<file path="src/rtl/vga_scan_ctrl.sv">
// Raster timing, scaled line-buffer fetch and palette lookup; video and syncs leave through a 2-stage pipeline.
// Optional raster-line interrupt is built only when VIDEO_RASTER_IRQ_EN is defined.
module vga_scan_ctrl #(
  parameter int H_ACTIVE   = 640,
  parameter int H_FP       = 16,
  parameter int H_SYNC     = 96,
  parameter int H_BP       = 48,
  parameter int V_ACTIVE   = 480,
  parameter int V_FP       = 10,
  parameter int V_SYNC     = 2,
  parameter int V_BP       = 33,
  parameter int SCALE_LOG2 = 1,
  parameter int PIX_BITS   = 4,
  parameter int PAL_W      = 8,
  parameter bit HSYNC_POL  = 1'b0,
  parameter bit VSYNC_POL  = 1'b0,
  localparam int H_TOTAL   = H_ACTIVE + H_FP + H_SYNC + H_BP,
  localparam int V_TOTAL   = V_ACTIVE + V_FP + V_SYNC + V_BP,
  localparam int VA_W      = $clog2(H_ACTIVE >> SCALE_LOG2)
) (
  input  logic                clk,
  input  logic                reset,
  output logic                hsyn,
  output logic                vsyn,
  output logic                hnl,
  output logic                vblk,
  output logic [9:0]          vcnext,
  output logic [VA_W-1:0]     va,
  input  logic [PIX_BITS-1:0] d,
  output logic [PAL_W-1:0]    video,
  input  logic                pal_we,
  input  logic [PIX_BITS-1:0] pal_a,
  input  logic [PAL_W-1:0]    pal_d,
  output logic [7:0]          fcnt,
  input  logic                irq_we,
  input  logic [9:0]          irq_d,
  input  logic                irq_ack,
  output logic                irq
);

  localparam int HC_W = $clog2(H_TOTAL);
  localparam int VC_W = $clog2(V_TOTAL);

  localparam logic [HC_W-1:0] H_LAST = HC_W'(H_TOTAL - 1);
  localparam logic [HC_W-1:0] H_ACT  = HC_W'(H_ACTIVE);
  localparam logic [HC_W-1:0] HS_BEG = HC_W'(H_ACTIVE + H_FP);
  localparam logic [HC_W-1:0] HS_END = HC_W'(H_ACTIVE + H_FP + H_SYNC);
  localparam logic [VC_W-1:0] V_LAST = VC_W'(V_TOTAL - 1);
  localparam logic [VC_W-1:0] V_ACT  = VC_W'(V_ACTIVE);
  localparam logic [VC_W-1:0] VS_BEG = VC_W'(V_ACTIVE + V_FP);
  localparam logic [VC_W-1:0] VS_END = VC_W'(V_ACTIVE + V_FP + V_SYNC);
  localparam logic [VC_W-1:0] SUB_MASK = VC_W'((1 << SCALE_LOG2) - 1);

  logic [HC_W-1:0]  hc_q, hc_d;
  logic [VC_W-1:0]  vc_q, vc_d;
  logic [VC_W-1:0]  nv;
  logic [7:0]       fcnt_q, fcnt_d;
  logic             h_wrap, v_last;
  logic             active, hs_lvl, vs_lvl;
  logic             act1_q, hs1_q, vs1_q, hs2_q, vs2_q;
  logic [PAL_W-1:0] video_q;
  logic [PAL_W-1:0] pal_q [2**PIX_BITS];

  always_comb begin
    h_wrap = (hc_q == H_LAST);
    v_last = (vc_q == V_LAST);
    hc_d   = h_wrap ? '0 : hc_q + HC_W'(1);
    nv     = v_last ? '0 : vc_q + VC_W'(1);
    vc_d   = h_wrap ? nv : vc_q;
    fcnt_d = (h_wrap && v_last) ? fcnt_q + 8'd1 : fcnt_q;
    active = (hc_q < H_ACT) && (vc_q < V_ACT);
    hs_lvl = ((hc_q >= HS_BEG) && (hc_q < HS_END)) ? HSYNC_POL : ~HSYNC_POL;
    vs_lvl = ((vc_q >= VS_BEG) && (vc_q < VS_END)) ? VSYNC_POL : ~VSYNC_POL;
  end

  // Fetch the next source line only when it is a new one after vertical replication.
  assign hnl    = (hc_q == H_ACT) && (nv < V_ACT) && ((nv & SUB_MASK) == '0);
  assign vcnext = 10'(nv >> SCALE_LOG2);
  assign va     = VA_W'(hc_q >> SCALE_LOG2);
  assign vblk   = (vc_q >= V_ACT);

  always_ff @(posedge clk or negedge reset) begin
    if (!reset) begin
      hc_q   <= '0;
      vc_q   <= '0;
      fcnt_q <= '0;
    end else begin
      hc_q   <= hc_d;
      vc_q   <= vc_d;
      fcnt_q <= fcnt_d;
    end
  end

  always_ff @(posedge clk) begin
    if (pal_we) pal_q[pal_a] <= pal_d;
  end

  // Syncs travel through the same two stages as the pixel so their edges line up with video.
  always_ff @(posedge clk or negedge reset) begin
    if (!reset) begin
      act1_q  <= 1'b0;
      hs1_q   <= ~HSYNC_POL;
      vs1_q   <= ~VSYNC_POL;
      hs2_q   <= ~HSYNC_POL;
      vs2_q   <= ~VSYNC_POL;
      video_q <= '0;
    end else begin
      act1_q  <= active;
      hs1_q   <= hs_lvl;
      vs1_q   <= vs_lvl;
      hs2_q   <= hs1_q;
      vs2_q   <= vs1_q;
      video_q <= act1_q ? pal_q[d] : '0;
    end
  end

  assign hsyn  = hs2_q;
  assign vsyn  = vs2_q;
  assign video = video_q;
  assign fcnt  = fcnt_q;

`ifdef VIDEO_RASTER_IRQ_EN
  logic [9:0] cmp_q;
  logic       irq_flag_q, irq_flag_d;
  logic       irq_hit;

  always_comb begin
    irq_hit    = (hc_q == H_ACT) && (10'(vc_q) == cmp_q);
    irq_flag_d = irq_flag_q;
    if (irq_ack) irq_flag_d = 1'b0;
    if (irq_hit) irq_flag_d = 1'b1;
  end

  always_ff @(posedge clk or negedge reset) begin
    if (!reset) begin
      cmp_q      <= '0;
      irq_flag_q <= 1'b0;
    end else begin
      if (irq_we) cmp_q <= irq_d;
      irq_flag_q <= irq_flag_d;
    end
  end

  assign irq = irq_flag_q;
`else
  logic unused_irq_inputs;
  assign unused_irq_inputs = ^{irq_we, irq_d, irq_ack};
  assign irq = 1'b0;
`endif

endmodule

</file>
<file path="config.mk">
export PLATFORM = sky130hd
export DESIGN_NAME = vga_scan_ctrl
export DESIGN_NICKNAME = d
export VERILOG_FILES = /design/src/rtl/vga_scan_ctrl.sv
export SDC_FILE = /design/constraint.sdc
export NUM_CORES = 1
export LEC_CHECK = 0
export ABC_AREA = 1
export ABC_CLOCK_PERIOD_IN_PS = 1800
export BUFFER_PORTS_ARGS = -buffer_cell sky130_fd_sc_hd__clkbuf_2
export CORE_ASPECT_RATIO = 1.2
export CORE_MARGIN = 2
export CORE_UTILIZATION = 25
export DETAILED_ROUTE_END_ITERATION = 8
export GPL_TIMING_DRIVEN = 0
export PLACE_DENSITY_LB_ADDON = 0.05
export SYNTH_ARGS = -nofsm -noshare
export SYNTH_HDL_FRONTEND = slang
export SYNTH_SLANG_ARGS = --single-unit
</file>
<file path="constraint.sdc">
create_clock -name clk -period 1.8 [get_ports clk]
set_input_delay 0.09 -clock clk [delete_from_list [all_inputs] [get_ports clk]]
set_output_delay 0.09 -clock clk [all_outputs]
set_load 0.01 [all_outputs]
</file>
==> impl_metrics.yaml <==
critical_path:
  max_stage_delay_ns: 0.44
  critical_path_class: "reg -> out"
  critPathBufInv: 5
  critPathArrivalTime_ns: 1.81
  critPathMostFrequentCell: "buf_4"
  r2r_slack_ns: 0.07
  slowest_stage: "dfrtp_2"
  crit_fanout: 5
  critPathTopFamily: "buffers and inverters"
  critPathCaptureType: "output pin"
  required_ns: 1.71
  worstSetupStartpointType: "register"
  crit_chain: "buf_4 > nand3_4 > inv_4 > or2_2 > nand3_2 > inv_1 > buf_4 > clkbuf_2"
yosys:
  synth_seq_cells: 169
  synth_ff_type: "edfxtp_1"
  synth_xor_area_frac: 0.01131
  synth_area_um2: 7746
  synthAdderAreaFrac: 0.009691
  synth_edf_count: 128
  yosys.area_share.simple: 0.2316
  yosysWarningCount: 0
  synth.distinct_cells: 32
  ys_seq_area_frac: 0.6293
  avgSynthCellArea_um2: 9.659
  async_flop_share: 0.2426
  synth_compound_area_frac: 0.02245
  synth.area.mux_share: 0
  synth_top_family_by_area: "simple AND/OR/NAND/NOR gates"
  synthCells: 802
placed_design:
  place_congestion: 0.7648
  dp_hpwl_um: 14940
  io_buffers: 53
  dpl_worst_slack_ns: 0.07998
  place_inst: 1252
cts:
  clk_pin_slew_worst_paths_ns: 0.07
  cts_tree: "done"
  clock_latency_ns: 0.43
  cts-root-buf: "clkbuf_16"
  h-tree-depth: 4
  cts.sinks: 169
  numCtsBuffers: 17
  cts_buffer_depth: 2
pwr:
  pwr-share-seq: 0.475
  power_frac_comb: 0.055
  leakagePower_nw: 4.174
  power.density_nw_per_um2: 959.4
  clkPwrFrac: 0.470
  cell_internal_pwr_mw: 7.135
  power.share.switching: 0.2130
  p_sw_mw: 1.931
  ir_drop_v: 0.0006575
finish:
  drive_gt1_frac: 0.2109
  fillers: 3223
  final_cells: 1297
  regArea_um2: 4881
  multiInputGateArea_um2: 2240
  syn_to_final_growth_pct: 21.98
  nets: 926
  diodes: 0
detailed_routing:
  first_pass_iters: 4
  ant_nets: 0
  wirelength_met1_um: 9686
  route.met2.wl_um: 10660
  drt-initial-drc-count: 365
  wl_um: 21420
  vias: 5396
  drc_errors: 0
  wl_per_cell_um: 16.52
  met3_length_um: 733
  vias_per_cell: 4.160
  highest_layer: "met4"
timing:
  worst_slew_pin_slew_ns: 1.111
  drv_slew: 0
  setup_viol: 7
  rsz0062_at_grt: "true"
  finalCriticalPeriod_ns: 1.902
  relSlewSlack: 0.2594
  hold_viol: 0
  period_share: 1.056
  fmax_mhz: 525.9
  worst_clock_skew_ns: 0.01097
  finalWorstSetupSlack_ns: -0.1015
floorplan:
  die_w_um: 164.7
  rows: 70
  die_area_um2: 32410
  initial_core_util: 0.2541
  io_pins: 71
  die_y_um: 196.8
  core_um2: 30480
grt:
  grt_max_degree: 42
  grt_usage: 0.1388
  grt_pass1_wl_um: 32530
  grt_remaining_overflow: 0
  antenna_found_initial: 0
  grt_pass1_vias: 5404
run:
  max_cap_violations: 0
status:
  status: "finished, violations left"
  failed_checks: "negative setup slack"
hold_path:
  hold_class: "in -> reg"
-- per-layer routing --
metal | global-route usage | vias up
met2 | 0.2334 | 101
met5 | 0 | -
met4 | 0.04058 | 0
li1 | - | 2717
met3 | 0.02799 | 15
met1 | 0.1802 | 2563
-- synthesized netlist by cell type, types with 5 or more instances --
library cell	instances	area (um2)
a21oi_1	10	50.05
buf_2	18	90.09
buf_4	22	165.2
clkbuf_1	5	18.77
dfrtp_1	37	925.9
edfxtp_1	128	3844
ha_1	6	75.07
inv_1	116	435.4
nand2_1	260	975.9
nand2_2	7	43.79
nand3_1	94	470.5
nand4_1	7	43.79
nor2_1	42	157.7
o21ai_0	8	40.04
o21ai_1	10	50.05
xor2_1	9	78.83
-- layout make-up --
class / instances / area share
Clock buffer: 17 / 0.04502
Multi-Input combinational cell: 470 / 0.2370
Clock inverter: 14 / 0.02648
Buffer: 45 / 0.02993
Timing Repair Buffer: 69 / 0.04529
Tap cell: 396 / 0.05244
Inverter: 117 / 0.04727
Sequential cell: 169 / 0.5166
-- power by group through the flow --
stage                     Combinational (mW)  Clock (mW)  Sequential, mW
after global routing                   0.568        4.53            4.31
after floorplan                        0.244           0            4.39
after detailed placement               0.518           0            4.39
final                                  0.502        4.26            4.31
after CTS                              0.521        4.38            4.31
after global placement                 0.518           0            4.39
-- registers in the layout (all words and copies together), names as in the netlist --
| name | count |
|---|---|
| hc_q | 10 |
| hs1_q | 1 |
| video | 8 |
| vc_q | 10 |
| hsyn | 1 |
| act1_q | 1 |
| fcnt | 8 |
| vs1_q | 1 |
| pal_q | 128 |
| vsyn | 1 |
-- cells by family after synthesis --
kind of cell,after synthesis
other,1
AOI/OAI and AO/OA,32
buffers and inverters,164
and+or+nand+nor,420
xor gates and xnor gates,10
DFF,169
adders and majority gates,6
-- timing repair --
action / 4_1_cts / 5_1_grt
hold buffers: 1 / 0
gates cloned: 0 / 1
pin swaps: 7 / 13
resized for setup: 16 / 36
setup endpoints to repair: 10 / 18
endpoints found under the hold margin: 37 / 0
buffers inserted: 8 / 6
-- layout by cell type, fill, tap and decap left out, types with 2 or more instances in the layout --
cell type   instances
dfstp_2             4
clkbuf_2           49
xor2_1              9
o21ai_1            12
inv_2               6
nor3_1              2
dfrtp_2             5
buf_4              33
nor2_2              7
clkbuf_1            5
buf_2              19
nand3_1            91
nand4_1             7
conb_1              2
clkbuf_16          18
a21oi_1             9
nand2_2            15
buf_6               4
nor2_1             35
bufinv_16           7
dfrtp_1            32
nand3_4             3
inv_4               3
ha_4                2
inv_1             108
ha_1                4
clkinvlp_4          2
edfxtp_1          128
o21ai_2             3
clkinv_1            3
nand2_1           252
nand3b_1            2
o21ai_0             6
-- per-stage QoR --
| stage | TNS, ns | hold slack (ns) | util | power, mW | cell area, um2 |
|---|---|---|---|---|---|
| 3_3_place_gp | 0 | 0.3461 | 0.2792 | 4.906 | 8511 |
| 2_1_floorplan | 0 | -0.2056 | - | 4.634 | 7750 |
| 5_1_grt | -1.352 | 0.1594 | 0.3100 | 9.404 | 9449 |
| 3_5_place_dp | 0 | 0.3468 | 0.2792 | 4.907 | 8511 |
| 4_1_cts | -0.7284 | 0.1306 | 0.3051 | 9.209 | 9300 |
| 6_report | -0.2935 | 0.1526 | 0.3100 | 9.066 | 9449 |
-- path summary, 6_finish.rpt --
| kind | startpoint | endpoint | cells past startpoint |
|---|---|---|---|
| worst max-delay path | vc_q[0] | vcnext[2] | 8 |
| worst min-delay path | pal_d[3] | pal_q[9][3] | 1 |
| worst max register to register | vc_q[0] | fcnt[7] | 10 |
| worst min register to register | vs1_q | vsyn | 0 |
| max in group asynchronous | reset | vc_q[1] | 2 |
| min in group asynchronous | reset | fcnt[7] | 2 |
(Power assumes the default switching activity.)
